[config.mk]
export PLATFORM = sky130hd
export DESIGN_NAME = fpu_wb_arbiter
export DESIGN_NICKNAME = d
export VERILOG_FILES = /design/src/rtl/fpu_wb_arbiter.sv
export SDC_FILE = /design/constraint.sdc
export NUM_CORES = 1
export LEC_CHECK = 0
export BUFFER_PORTS_ARGS = -buffer_cell sky130_fd_sc_hd__buf_4
export CELL_PAD_IN_SITES_DETAIL_PLACEMENT = 1
export CELL_PAD_IN_SITES_GLOBAL_PLACEMENT = 1
export CORE_AREA = 2 2 145 183
export DETAILED_ROUTE_END_ITERATION = 8
export DIE_AREA = 0 0 147 185
export PLACE_DENSITY_LB_ADDON = 0.12
export SYNTH_ARGS = -nofsm -noshare
export SYNTH_HDL_FRONTEND = slang
export SYNTH_SLANG_ARGS = --single-unit
[constraint.sdc]
create_clock -name clk -period 7.6 [get_ports clk]
set_input_delay 1.14 -clock clk [delete_from_list [all_inputs] [get_ports clk]]
set_output_delay 1.14 -clock clk [all_outputs]
set_load 0.03 [all_outputs]
[src/rtl/fpu_wb_arbiter.sv]
// fpu_wb_arbiter: serializes FPU pipelined and iterative results onto the single register-file write port
module fpu_wb_arbiter #(
  parameter int DEPTH  = 4,
  parameter int FMT_W  = 2,
  parameter int ALMOST = 2
) (
  input  logic             clk,
  input  logic             rst,
  input  logic             flush,
  input  logic             wb_stall,
  input  logic             p_valid,
  input  logic [4:0]       p_addr,
  input  logic [31:0]      p_val,
  input  logic [FMT_W-1:0] p_fmt,
  input  logic [4:0]       p_flags,
  input  logic             i_valid,
  output logic             i_ready,
  input  logic [4:0]       i_addr,
  input  logic [31:0]      i_val,
  input  logic [FMT_W-1:0] i_fmt,
  input  logic [4:0]       i_flags,
  output logic             wr_we,
  output logic [4:0]       wr_waddr,
  output logic [31:0]      wr_val,
  output logic [FMT_W-1:0] wr_fmt,
  output logic [4:0]       wr_flags,
  output logic             stall_req,
  output logic [31:0]      pending,
  output logic             overflow
);
  localparam int AW = $clog2(DEPTH);
  logic [AW:0]        count, count_n;
  logic [AW-1:0]      rd_ptr, wr_ptr;
  logic [4:0]         q_addr  [DEPTH];
  logic [31:0]        q_val   [DEPTH];
  logic [FMT_W-1:0]   q_fmt   [DEPTH];
  logic [4:0]         q_flags [DEPTH];
  logic [DEPTH-1:0]   q_vld, vld_n;
  logic [31:0]        pend_n;
  logic               empty, full, pop, byp, push, drop;
  assign empty     = count == '0;
  assign full      = count == (AW+1)'(DEPTH);
  assign pop       = ~wb_stall & ~flush & ~empty;
  assign byp       = ~wb_stall & ~flush & empty & p_valid;
  assign push      = p_valid & ~flush & (~empty | wb_stall) & (~full | pop);
  assign drop      = p_valid & ~flush & full & ~pop;
  assign i_ready   = i_valid & ~wb_stall & ~flush & empty & ~p_valid & rst;
  assign count_n   = flush ? '0 : count + (AW+1)'(push) - (AW+1)'(pop);
  assign stall_req = (DEPTH - int'(count)) <= ALMOST;
  // next-cycle slot occupancy and the pending mask it implies
  always_comb begin
    vld_n = flush ? '0 : q_vld;
    if (pop) vld_n[rd_ptr] = 1'b0;
    if (push) vld_n[wr_ptr] = 1'b1;
    pend_n = '0;
    for (int i = 0; i < DEPTH; i++)
      if (vld_n[i]) pend_n |= 32'd1 << ((push && AW'(i) == wr_ptr) ? p_addr : q_addr[i]);
  end
  // FIFO payload storage, written only on push
  always_ff @(posedge clk) begin
    if (push) begin
      q_addr[wr_ptr]  <= p_addr;
      q_val[wr_ptr]   <= p_val;
      q_fmt[wr_ptr]   <= p_fmt;
      q_flags[wr_ptr] <= p_flags;
    end
  end
  // FIFO control state, sticky overflow and registered pending mask
  always_ff @(posedge clk or negedge rst) begin
    if (!rst) begin
      count    <= '0;
      rd_ptr   <= '0;
      wr_ptr   <= '0;
      q_vld    <= '0;
      pending  <= '0;
      overflow <= 1'b0;
    end else begin
      count    <= count_n;
      rd_ptr   <= flush ? '0 : rd_ptr + AW'(pop);
      wr_ptr   <= flush ? '0 : wr_ptr + AW'(push);
      q_vld    <= vld_n;
      pending  <= pend_n;
      overflow <= overflow | drop;
    end
  end
  // registered write port: FIFO head, then bypassed pipelined result, then iterative result
  always_ff @(posedge clk or negedge rst) begin
    if (!rst) begin
      wr_we    <= 1'b0;
      wr_waddr <= '0;
      wr_val   <= '0;
      wr_fmt   <= '0;
      wr_flags <= '0;
    end else begin
      wr_we <= pop | byp | i_ready;
      if (pop | byp | i_ready) begin
        wr_waddr <= pop ? q_addr[rd_ptr]  : byp ? p_addr  : i_addr;
        wr_val   <= pop ? q_val[rd_ptr]   : byp ? p_val   : i_val;
        wr_fmt   <= pop ? q_fmt[rd_ptr]   : byp ? p_fmt   : i_fmt;
        wr_flags <= pop ? q_flags[rd_ptr] : byp ? p_flags : i_flags;
      end
    end
  end
endmodule
-- Yosys cells after proc, flatten, opt, wreduce, memory -nomap -nowiden
Memories as Yosys holds them, arrays and structs flattened.
Cells that the tools add are included.
- multiplexer cells: 28
- divide/modulo/power cells: 0
- order comparisons: 5
- bitwise logic cells: 31
- shifts and indexed selects: 4
- $add $sub $neg: 5
- reductions and logical operators: 8
- multiply operators: 0
- eq/ne operators: 4
- operators with widths (operator ; count):
    32-bit two-way mux ; 6
    1-bit by 5-bit << shifter with 32-bit output (first input constant) ; 4
    32-bit OR ; 3
    5-bit two-way mux ; 8
    1-bit AND ; 14
    4-bit two-way mux ; 3
    2-bit two-way mux ; 4
    1-bit logical AND ; 6
    2-bit by 3-bit < comparator with 1-bit output (second input constant) ; 2
    1-bit inverter ; 6
    1-bit OR ; 5
    2-bit by 1-bit adder with 2-bit output ; 2
    4-bit AND ; 1
    1-bit demux with 2-bit select ; 2
    2-bit equality test (first input constant) ; 2
    2-bit by 1-bit >= comparator with 1-bit output (second input constant) ; 2
    4-bit by 3-bit <= comparator with 1-bit output (second input constant) ; 1
    1-bit two-way mux ; 4
    4-bit inverter ; 1
    4-bit OR ; 1
    3-bit by 3-bit subtractor with 4-bit output (first input constant) ; 1
    3-bit by 1-bit adder with 3-bit output ; 1
    3-bit equality test (second input constant) ; 1
    3-bit zero test ; 1
    4 further kinds ; 4
- RAM bits: 176
- ROM bits: 0
- memories: 4
- latch bits: 0
- bits of input ports: 94
- register bits after elaboration: 89
- logic and storage cells: 100
- output and inout port bits: 80
- memories (name ; depth ; width ; read ports ; clocked after memory_dff ; wr ports ; line ; text):
    q_val ; 4 ; 32 ; 1 ; 0 ; 1 ; 35 ; logic [31:0] q_val [DEPTH];
    q_addr ; 4 ; 5 ; 5 ; 0 ; 1 ; 34 ; logic [4:0] q_addr [DEPTH];
    q_flags ; 4 ; 5 ; 1 ; 0 ; 1 ; 37 ; logic [4:0] q_flags [DEPTH];
    q_fmt ; 4 ; 2 ; 1 ; 0 ; 1 ; 36 ; logic [FMT_W-1:0] q_fmt [DEPTH];

-- Longest topological paths before layout
- depth in word-level cells: 16
- depth in mapped cells: 13
- depth with buffers taken out: 12

-- Worst setup path after synthesis
No wires, ideal clock.
- path type: input -> register
- start: in wb_stall
- end: reg pending[7]
- path slack: 3.575 ns
- setup time: 0.140 ns
- required time: 7.460 ns
- stages: 7
- buffers on the path: 2
- data arrival time: 3.885 ns
- path through: buf_6 > mux2_4 > nor3_4 > clkbuf_1 > mux2i_1 > a22oi_1 > o221ai_1
- longest elaborated chain between the ends: 15
- elaborated cells on any way between the ends: 29
- classes of those cells: shift: 4; mux: 10; bitwise: 11; reduce/logical: 4
- ends and longest elaborated chain (element ; line ; text):
    start, declared ; 10 ; input logic wb_stall,
    1-bit inverter ; 43 ; assign pop = ~wb_stall & ~flush & ~empty;
    1-bit AND (2 in series) ; 43 ;
    1-bit OR ; 45 ; assign push = p_valid & ~flush & (~empty | wb_stall) & (~full | pop);
    1-bit AND ; 45 ;
    1-bit logical AND ; 57 ; if (vld_n[i]) pend_n |= 32'd1 << ((push && AW'(i) == wr_ptr) ? p_addr : q_addr[i]);
    5-bit two-way mux ; 57 ;
    1-bit by 5-bit << shifter with 32-bit output ; 57 ;
    32-bit two-way mux ; 57 ;
    32-bit OR ; 57 ;
    32-bit two-way mux ; 57 ;
    32-bit OR ; 57 ;
    32-bit two-way mux ; 57 ;
    32-bit OR ; 57 ;
    32-bit two-way mux * ; 57 ;
    named net pend_n[7] ; 39 ; logic [31:0] pend_n;
    end signal, assigned ; 82 ; pending <= pend_n;
    end, declared ; 28 ; output logic [31:0] pending,
The timed path passes the listed nets; every way through them passes the cells marked *.
A chain may end at the register's enable or synchronous reset.

-- Worst setup path in the final report
- start: in rst
- end: out i_ready
- longest elaborated chain between the ends: 1
- ends and longest elaborated chain (element ; line ; text):
    start, declared ; 8 ; input logic rst,
    1-bit AND ; 47 ; assign i_ready = i_valid & ~wb_stall & ~flush & empty & ~p_valid & rst;
    end, declared ; 17 ; output logic i_ready,
No other way between the ends.

==> out/metrics.yaml <==
cts_hold_buffers: 0
report.final.hold_viol_count: 0
flow.area_growth_from_synthesis_pct: 18.37
dp_cell_count: 1390
crit_arrival_ns: 2.89
fin_nets: 1183
layout.cells.most_common: "sky130_fd_sc_hd__buf_4"
netlist-cell-type-count: 61
start_kind: "input pin"
ctsHtreeMaxLevel: 1
synth.yosys.seq_area_share: 0.5867
cts-resized-gates: 0
sequentialPowerShare: 0.417
fin_clk_skew_ns: 0.008579
drt_wl_total_um: 37700
slew-limit-headroom: 0.1952
tritoncts.num_buffers: 27
run_status: "finished clean"
grt.overflow.total: 0
post_synthesis_mux_area_share: 0.1720
finalCriticalPeriod_ns: 4.029
tritoncts: "yes"
pwr_per_cell_area_mw_per_mm2: 288.8
postLayoutCellArea_sq_mm: 0.01516
crit_path_end_kind: "output port"
num_antenna_cells: 0
floorplan.initialDensity: 0.5001
path_clk_slew_ns: 0.06
clockPowerShare: 0.299
layout_setup_ws_ns: 3.571
clock-root-buffer: "sky130_fd_sc_hd__clkbuf_16"
fp.dieArea_sq_mm: 0.02720
share_of_flip_flops_with_an_asynchronous_set_or_reset_after_synthesis: 0.3358
final.setup.tns_ns: 0
synth-simple-area-share: 0.09606
swShare: 0.3174
cp_data_required_time_ns: 6.46
number_of_global_route_vias_before_repair: 9468
hpwl_um: 25020
finalCritPeriodShare: 0.5301
irDropWorstVdd_mv: 0.1732
netlist_area_sq_mm: 0.01280
post-cts-setup-buffers: 0
numClockSinks: 265
fmax_mhz: 248.2
post_route_cells_drive_above_1_share: 0.2896
setup_repair_after_global_routing_missed_its_margin: "no"
synth-seq-cells: 265
die_width_um: 147
dieHeight_um: 185
route.detailed.drc: 0
max_clock_buf_depth: 3
antenna_found_initial: 0
route.detailed.vias_per_inst: 6.227
core_sq_mm: 0.02560
setup.worst_path.class: "in -> out"
synthesis.instances: 940
ant_nets: 0
worst-path-max-fanout: 46
layout.core_utilization: 0.5920
port_buffers: 173
globalRouteTotalUtil: 0.2751
drt_pass1_iterations: 6
timing.final.setup_violations: 0
preCtsSetupSlack_ns: 3.472
power.net_switching_mw: 1.389
final_cell_count_no_fill: 1438
final_cell_mix: "sky130_fd_sc_hd__buf_4, sky130_fd_sc_hd__edfxtp_1, sky130_fd_sc_hd__mux2i_1"
power_report.internal_total_mw: 2.988
dominantRegCellSynth: "sky130_fd_sc_hd__edfxtp_1"
synthAdderAreaFrac: 0.01036
routabilityCongestion: 0.9472
compound_gate_portion_of_the_synthesized_area: 0.1026
synth_top_family_by_area: "multiplexers"
grt_first_pass_wirelength_um: 56540
pin_count_of_the_biggest_net_entering_global_routing: 69
final_max_slew_viol_count: 0
synthXorXnorAreaFrac: 0.002052
clkLatencyLatePin_ns: 0.52
power_frac_comb: 0.284
worst_slew_pin_slew_ns: 1.198
io-pin-count: 174
maxCapViolations: 0
design_power_total_mw: 4.378
syn_avg_cell_area_sq_um: 13.62
num_vias: 8955
synth_edf_count: 176
synth_warnings: 0
detailed_place.area_sq_mm: 0.01429
holdWs_ns: 0.4838
first_iter_violations: 566
leakagePower_nw: 6.019
synth.net_count: 1044
timing.hold.worst.class: "reg -> reg"
wl_per_cell_um: 26.22
row_count: 66
## cell families after synthesis
logic type | Yosys count
buffers and inverters | 87
AO/OA/AOI/OAI | 188
XOR/XNOR | 3
multiplexers | 157
adder cells (fa/ha/maj) | 10
AND/OR/NAND/NOR | 230
flip-flops | 265
## power groups by stage
stage	combinational [mW]	clock, mW	sequential (mW)
6_report	1.24	1.31	1.82
5_1_grt	1.34	1.39	1.85
4_1_cts	1.26	1.33	1.83
3_5_place_dp	1.25	0	1.86
3_3_place_gp	1.22	0	1.85
2_1_floorplan	0.575	0	2.08
## registers in the layout (all words and copies together) (netlist names)
signal	cells
wr_ptr	2
count	3
pending	32
q_val	128
q_addr	20
q_flags	20
wr_val	32
wr_we	1
overflow	1
wr_waddr	5
rd_ptr	2
q_vld	4
wr_flags	5
q_fmt	8
wr_fmt	2
## critical path: stages
cell and delay [ns]:
sky130_fd_sc_hd__buf_4 0.48, sky130_fd_sc_hd__and3b_1 0.24, sky130_fd_sc_hd__and3_2 0.17, sky130_fd_sc_hd__buf_4 0.55
sky130_fd_sc_hd__buf_4 0.28
## area by class of cell
type,count,area [sq um]
timing repair buffer,185,1389
fill,2536,10440
tap,340,425.4
inverter,12,45.04
clock inverter,18,180.2
clock buffer,30,686.9
sequential,265,7515
multi-input combinational,588,4915
## synthesized netlist by cell type, types with 5 or more instances
cell type	n	area share
sky130_fd_sc_hd__edfxtp_1	176	0.41
sky130_fd_sc_hd__mux2i_1	90	0.070
sky130_fd_sc_hd__dfrtp_1	89	0.17
sky130_fd_sc_hd__clkbuf_1	48	0.014
sky130_fd_sc_hd__nand2_1	48	0.014
sky130_fd_sc_hd__nor2_1	47	0.014
sky130_fd_sc_hd__mux4_2	44	0.077
sky130_fd_sc_hd__a21oi_1	38	0.015
sky130_fd_sc_hd__nor3_1	37	0.014
sky130_fd_sc_hd__a21o_1	35	0.021
sky130_fd_sc_hd__o21ai_0	34	0.013
sky130_fd_sc_hd__nand2b_1	29	0.014
sky130_fd_sc_hd__o221ai_1	18	0.012
sky130_fd_sc_hd__buf_2	17	0.0066
sky130_fd_sc_hd__mux2_2	15	0.013
sky130_fd_sc_hd__inv_1	11	0.0032
sky130_fd_sc_hd__o22a_1	11	0.0075
sky130_fd_sc_hd__a222oi_1	10	0.0078
sky130_fd_sc_hd__o22ai_1	10	0.0049
sky130_fd_sc_hd__or2_2	10	0.0049
sky130_fd_sc_hd__ha_1	9	0.0088
sky130_fd_sc_hd__a211o_1	8	0.0055
sky130_fd_sc_hd__nor4_1	8	0.0039
sky130_fd_sc_hd__a22oi_1	7	0.0041
sky130_fd_sc_hd__nand4_1	7	0.0034
sky130_fd_sc_hd__buf_1	6	0.0018
sky130_fd_sc_hd__nor2b_1	6	0.0029
sky130_fd_sc_hd__nand3_1	5	0.0020
sky130_fd_sc_hd__nand4b_1	5	0.0034
## layer usage
metal,up-vias,GRT usage,wire length [um],share of wire
met4,0,0.1235,1754,0.047
met3,87,0.03300,1949,0.052
li1,3933,-,-,-
met5,-,0,0,0
met2,338,0.4817,19240,0.51
met1,4597,0.3459,14750,0.39
## path summary, 6_finish.rpt
path | from | endpoint | slack [ns] | cells past startpoint
setup / recovery | rst | i_ready | 3.57 | 5
hold / removal | wr_val[2] | wr_val[2] | 0.48 | 2
setup reg to reg | count[1] | q_val[2][24] | 3.95 | 6
hold reg to reg | wr_val[2] | wr_val[2] | 0.48 | 2
max in group asynchronous | rst | rd_ptr[1] | 5.76 | 2
min in group asynchronous | rst | wr_val[26] | 0.63 | 1
No activity file was read; power rests on OpenSTA's default activity.
